**config.mk**
```make
export PLATFORM = sky130hd
export DESIGN_NAME = transaction_sequencer
export DESIGN_NICKNAME = d
export VERILOG_FILES = /design/src/rtl/transaction_sequencer.sv
export SDC_FILE = /design/constraint.sdc
export NUM_CORES = 1
export LEC_CHECK = 0
export BUFFER_PORTS_ARGS = -buffer_cell sky130_fd_sc_hd__buf_4
export CORE_MARGIN = 8
export CORE_UTILIZATION = 50
export CTS_CLUSTER_DIAMETER = 60
export DETAILED_ROUTE_END_ITERATION = 6
export PLACE_DENSITY = 0.81
export SLEW_MARGIN = 20
export SYNTH_ARGS = -nofsm -noshare
export SYNTH_HDL_FRONTEND = slang
export SYNTH_SLANG_ARGS = --single-unit
```
**constraint.sdc**
```tcl
create_clock -name clock -period 1.7 [get_ports clock]
set_clock_uncertainty 0.1 [all_clocks]
set_input_delay 0 -clock clock [delete_from_list [all_inputs] [get_ports clock]]
set_output_delay 0 -clock clock [all_outputs]
set_load 0.05 [all_outputs]
```
**src/rtl/transaction_sequencer.sv**
```systemverilog
// -----------------------------------------------------------------------------
// transaction_sequencer
//   Control FSM for the coin transaction flow. A transaction runs NUM_STEPS
//   datapath steps, each preceded by a travel phase. Each phase can time out,
//   and the controller can abort the transaction. A step can report failure.
//   Completion raises a 1-cycle txn_done pulse. An error exit raises a 1-cycle
//   txn_error pulse, and err_code keeps the cause until the next accepted start.
//
// Ports
//   clock             rising-edge clock
//   resetn            asynchronous active-low reset
//   start_transaction start request, sampled in IDLE only
//   done_travel       travel phase complete, sampled in TRAVEL only
//   done_step         step complete, sampled in STEP only
//   step_ok           step result qualified by done_step (1 = pass)
//   abort             cancel the in-flight transaction (TRAVEL/STEP only)
//   step              active step index 1..NUM_STEPS in TRAVEL/STEP, else 0
//   travel            active travel index 1..NUM_STEPS in TRAVEL, else 0
//   busy              high in TRAVEL or STEP
//   txn_done          1-cycle pulse, all steps passed
//   txn_error         1-cycle pulse, transaction ended on an error
//   err_code          00 none, 01 step fail, 10 timeout, 11 abort
// -----------------------------------------------------------------------------
module transaction_sequencer #(
  parameter int NUM_STEPS      = 4,
  parameter int IDX_W          = 3,
  parameter int TIMEOUT_CYCLES = 1024,
  parameter int CNT_W          = 16
) (
  input  logic             clock,
  input  logic             resetn,
  input  logic             start_transaction,
  input  logic             done_travel,
  input  logic             done_step,
  input  logic             step_ok,
  input  logic             abort,
  output logic [IDX_W-1:0] step,
  output logic [IDX_W-1:0] travel,
  output logic             busy,
  output logic             txn_done,
  output logic             txn_error,
  output logic [1:0]       err_code
);

  typedef enum logic [2:0] {
    S_IDLE, S_TRAVEL, S_STEP, S_DONE, S_ERROR
  } state_t;

  localparam logic [1:0] ERR_NONE  = 2'b00;
  localparam logic [1:0] ERR_STEP  = 2'b01;
  localparam logic [1:0] ERR_TMO   = 2'b10;
  localparam logic [1:0] ERR_ABORT = 2'b11;

  localparam logic [IDX_W-1:0] LAST_IDX = IDX_W'(NUM_STEPS);
  localparam bit               TMO_EN   = (TIMEOUT_CYCLES != 0);
  localparam logic [CNT_W-1:0] TMO_LAST =
    CNT_W'((TIMEOUT_CYCLES == 0) ? 0 : TIMEOUT_CYCLES - 1);

  state_t           state, nxt_state;
  logic [IDX_W-1:0] idx, nxt_idx;
  logic [1:0]       nxt_err;
  logic [CNT_W-1:0] timer;
  logic             tmo;

  // The last permitted cycle of the phase. A completing input seen in the
  // same cycle still takes priority over the timeout.
  assign tmo = TMO_EN && (timer == TMO_LAST);

  always_comb begin
    nxt_state = state;
    nxt_idx   = idx;
    nxt_err   = err_code;
    case (state)
      S_IDLE: begin
        if (start_transaction) begin
          nxt_state = S_TRAVEL;
          nxt_idx   = IDX_W'(1);
          nxt_err   = ERR_NONE;
        end
      end
      S_TRAVEL: begin
        if (abort) begin
          nxt_state = S_ERROR;
          nxt_err   = ERR_ABORT;
        end else if (done_travel) begin
          nxt_state = S_STEP;
        end else if (tmo) begin
          nxt_state = S_ERROR;
          nxt_err   = ERR_TMO;
        end
      end
      S_STEP: begin
        if (abort) begin
          nxt_state = S_ERROR;
          nxt_err   = ERR_ABORT;
        end else if (done_step) begin
          if (!step_ok) begin
            nxt_state = S_ERROR;
            nxt_err   = ERR_STEP;
          end else if (idx == LAST_IDX) begin
            nxt_state = S_DONE;
          end else begin
            nxt_state = S_TRAVEL;
            nxt_idx   = idx + 1'b1;
          end
        end else if (tmo) begin
          nxt_state = S_ERROR;
          nxt_err   = ERR_TMO;
        end
      end
      S_DONE, S_ERROR: nxt_state = S_IDLE;
      default:         nxt_state = S_IDLE;
    endcase
    // The index is only meaningful while a phase is active.
    if (nxt_state != S_TRAVEL && nxt_state != S_STEP) nxt_idx = '0;
  end

  // State, timer and outputs are registered together. The outputs decode the
  // next state, so they line up with the state register.
  always_ff @(posedge clock or negedge resetn) begin
    if (!resetn) begin
      state     <= S_IDLE;
      idx       <= '0;
      timer     <= '0;
      err_code  <= ERR_NONE;
      step      <= '0;
      travel    <= '0;
      busy      <= 1'b0;
      txn_done  <= 1'b0;
      txn_error <= 1'b0;
    end else begin
      state    <= nxt_state;
      idx      <= nxt_idx;
      err_code <= nxt_err;
      // The timer restarts on every phase entry, including TRAVEL->STEP.
      if (nxt_state != state || (state != S_TRAVEL && state != S_STEP))
        timer <= '0;
      else
        timer <= timer + 1'b1;
      step      <= (nxt_state == S_TRAVEL || nxt_state == S_STEP) ? nxt_idx : '0;
      travel    <= (nxt_state == S_TRAVEL) ? nxt_idx : '0;
      busy      <= (nxt_state == S_TRAVEL || nxt_state == S_STEP);
      txn_done  <= (nxt_state == S_DONE);
      txn_error <= (nxt_state == S_ERROR);
    end
  end

endmodule

```
==> run metrics <==
I/O Buffers 17; Post-Synth XOR/XNOR Area 0.04980; crit share post-route 1.078; initial core utilization 0.5227; status finished with violations; final hold slack -0.004304 ns; failing checks hold timing, setup timing; Slowest-stage cell, CP dfrtp_1; sequential fraction of the synthesis area 0.4743; I/O pin total 18; crit path DAT 1.95 ns; GRT Util Overall 0.1642; Die Y around 72 um; final setup margin -0.1333 ns; LEAKAGE about 1.1 nW; Main synth FF type dfrtp_1; antenna violations before repair 0; Final Hold Fails 7; Chip Width 72.27 um; Clock Latency Late Sink 0.35 ns; FF+latch area 754.5 um2; Synth async-reset ratio 1.000; multi-input logic area 992.2 um2; Setup-failing EPs final 24; Synth cell types between 40 and 50; vias in the first global route 1568; Yosys reg bits 30; max_cap viols 0; complex-gate fraction of the synthesized area 0.1652; CTS tree built; average size of a mapped cell 9.955 um2; Ant. Diodes 0; DR WL/cell between 15 and 20 um; vias per cell about 5.9; grt ovf 0; Post-Synth Adder-Cell Area 0.02372; Buf/Inv on CP 2; Tmin final about 1.8 ns; DR pass1 iterations 4; setup TNS -1.314 ns; CTS Buffer Depth 2; H-Tree Depth 2; Via Count ~1500; DIE AREA between 5000 and 6000 um2; DRC violations left 0; Final Slew Violations 0; Mapped Cells 159; first-pass GRT wire length 6755 um; Final ANT Viol Nets 0; largest family of logic cells by synthesized area simple AND/OR/NAND/NOR gates; CP max FO 5; largest net degree at the start of global routing 31; critical setup path kind flop to flop; GP Congestion between 1 and 1.5; DP HPWL 2734 um; Simple-Gate Fraction of Synth Area 0.2451; number of synthesis warnings 0; fraction of layout cells with a size suffix above 1 0.4908; Post-Syn Nets 169; max_slew headroom 0.6495; synthesized area 1583 um2; fillers 176; CP Capture Type flop; Total Wirelength about 4700 um; Post-synth EDFFs 0; RSZ-0062 raised after global routing true; Crit path required time 1.82 ns; CORE AREA 3028 um2; peak supply drop 0.0007103 V; pre-CTS WS -0.1196 ns; pwr dens 1039 nW/um2; synthesis-to-layout area growth 52.25%; crit start category flop; DRT iter0 DRCs 149; max frequency 545.5 MHz; max incr delay on CP 0.37 ns; Nets 227; worst slew pin tran 0.5245 ns; clock sink count 30; Worst Hold Class input port to asynchronous set/reset pin; CTS buffer count 5; Reg clk slew, reported paths 0.11 ns; Crit path max-delay family flip-flops; worst-path cell chain ha_2 > and3_4 > nand4_1 > buf_6 > a211oi_4 > buf_4 > a21oi_2; portion of netlist area occupied by mux cells 0; Clock Tree Root clkbuf_4; # rows 20
[kinds of logic after synthesis]
group / after synthesis
AND/OR/NAND/NOR: 65
flip-flops: 30
adder cells (fa/ha/maj): 3
XOR/XNOR: 9
AO/OA/AOI/OAI: 36
buffers and inverters: 16
[worst register-to-register path: stages (launching register included)]
cell and delay, ns:
dfrtp_1 0.37, ha_2 0.19, and3_4 0.20, nand4_1 0.15, buf_6 0.18, a211oi_4 0.30
buf_4 0.18, a21oi_2 0.05
[cell usage in the layout, fill, tap and decap left out, drive strengths merged, types with 2 or more instances in the layout]
| master | instances |
|---|---|
| a21oi | 6 |
| nand2 | 7 |
| o211ai | 2 |
| inv | 9 |
| o21ai | 8 |
| nor3 | 14 |
| xnor2 | 2 |
| dfrtp | 30 |
| and4 | 2 |
| clkbuf | 9 |
| or3 | 5 |
| ha | 3 |
| dlygate4sd3 | 3 |
| and3 | 3 |
| nand3b | 2 |
| a211oi | 7 |
| nand3 | 6 |
| xor2 | 7 |
| nor2 | 8 |
| nand2b | 3 |
| nor2b | 5 |
| buf | 53 |
| or4 | 2 |
| o31ai | 2 |
| nand4 | 5 |
[cell type report]
cell class              count  area share
multi-input cells         113      0.4117
clock inverters             1    0.002077
clock buffers               7     0.02285
flip-flops and latches     30      0.3131
repair buffers             58      0.2134
well taps                  44     0.02285
inverters                   9     0.01402
[routing by layer]
layer | track usage | vias to the layer above | share of wire
li1 | - | 703 | -
met1 | 0.1759 | 762 | 0.37
met2 | 0.2728 | 68 | 0.53
met3 | 0.05510 | 16 | 0.074
met4 | 0.09977 | 0 | 0.026
met5 | 0 | - | 0
[cell usage after synthesis, types with 2 or more instances]
cell      instances  area [um2]
dfrtp_1          30       750.7
nor3_1           14       70.07
inv_1             9       33.78
nor2_1            8       30.03
o21ai_0           8       40.04
nand2_1           7       26.28
xor2_1            7       61.31
a21oi_1           6       30.03
a211oi_1          5       37.54
nand3_1           5       25.02
nand4_1           5       31.28
nor2b_1           5       31.28
buf_2             4       20.02
or3_2             4       30.03
and3_1            3       18.77
ha_1              3       37.54
nand2b_1          3       18.77
a211oi_2          2       25.02
clkbuf_1          2       7.510
nand3b_1          2       15.01
o211ai_1          2       15.01
o31ai_1           2       15.01
xnor2_1           2       17.52
[stage by stage]
step	instances	utilization	instance area, um2	total power [W]
after detailed placement	240	0.6525	1976	0.001726
after global routing	262	0.7959	2410	0.002622
after floorplan	159	-	1635	0.001423
final	262	0.7959	2410	0.002503
after global placement	240	0.6525	1976	0.001705
after CTS	254	0.7012	2123	0.002215
[registers in the layout, indices dropped and copies added (netlist names)]
signal     cells
timer         16
busy           1
txn_error      1
step           3
travel         3
state          3
err_code       2
txn_done       1
[report_power, final]
part | total, W | internal [W] | switching (W)
logic | 0.00116 | 0.000474 | 0.000689
registers | 0.000868 | 0.000795 | 0.0000734
clock network | 0.000472 | 0.000200 | 0.000272
total | 0.00250 | 0.00147 | 0.00103
[worst paths after layout]
path	from	to	slack, ns	depth (start not counted)
max in group asynchronous	resetn	step[0]$_DFF_PN0_	1.19	2
min in group clock	start_transaction	travel[0]$_DFF_PN0_	0.03	5
worst min-delay path	resetn	travel[0]$_DFF_PN0_	-0.004	2
worst max-delay path	timer[0]$_DFF_PN0_	step[0]$_DFF_PN0_	-0.13	7
worst min register to register	err_code[1]$_DFFE_PN0P_	err_code[1]$_DFFE_PN0P_	0.41	1
worst max register to register	timer[0]$_DFF_PN0_	step[0]$_DFF_PN0_	-0.13	7
[repair_timing]
| action | 4_1_cts | 5_1_grt |
|---|---|---|
| pin swaps | 6 | 15 |
| setup endpoints to repair | 28 | 29 |
| setup buffers | 3 | 5 |
| gates resized for setup | 6 | 40 |
| cloned | 0 | 3 |
| hold buffers | 3 | 0 |
| endpoints found under the hold margin | 31 | 0 |
(Power assumes the default switching activity.)
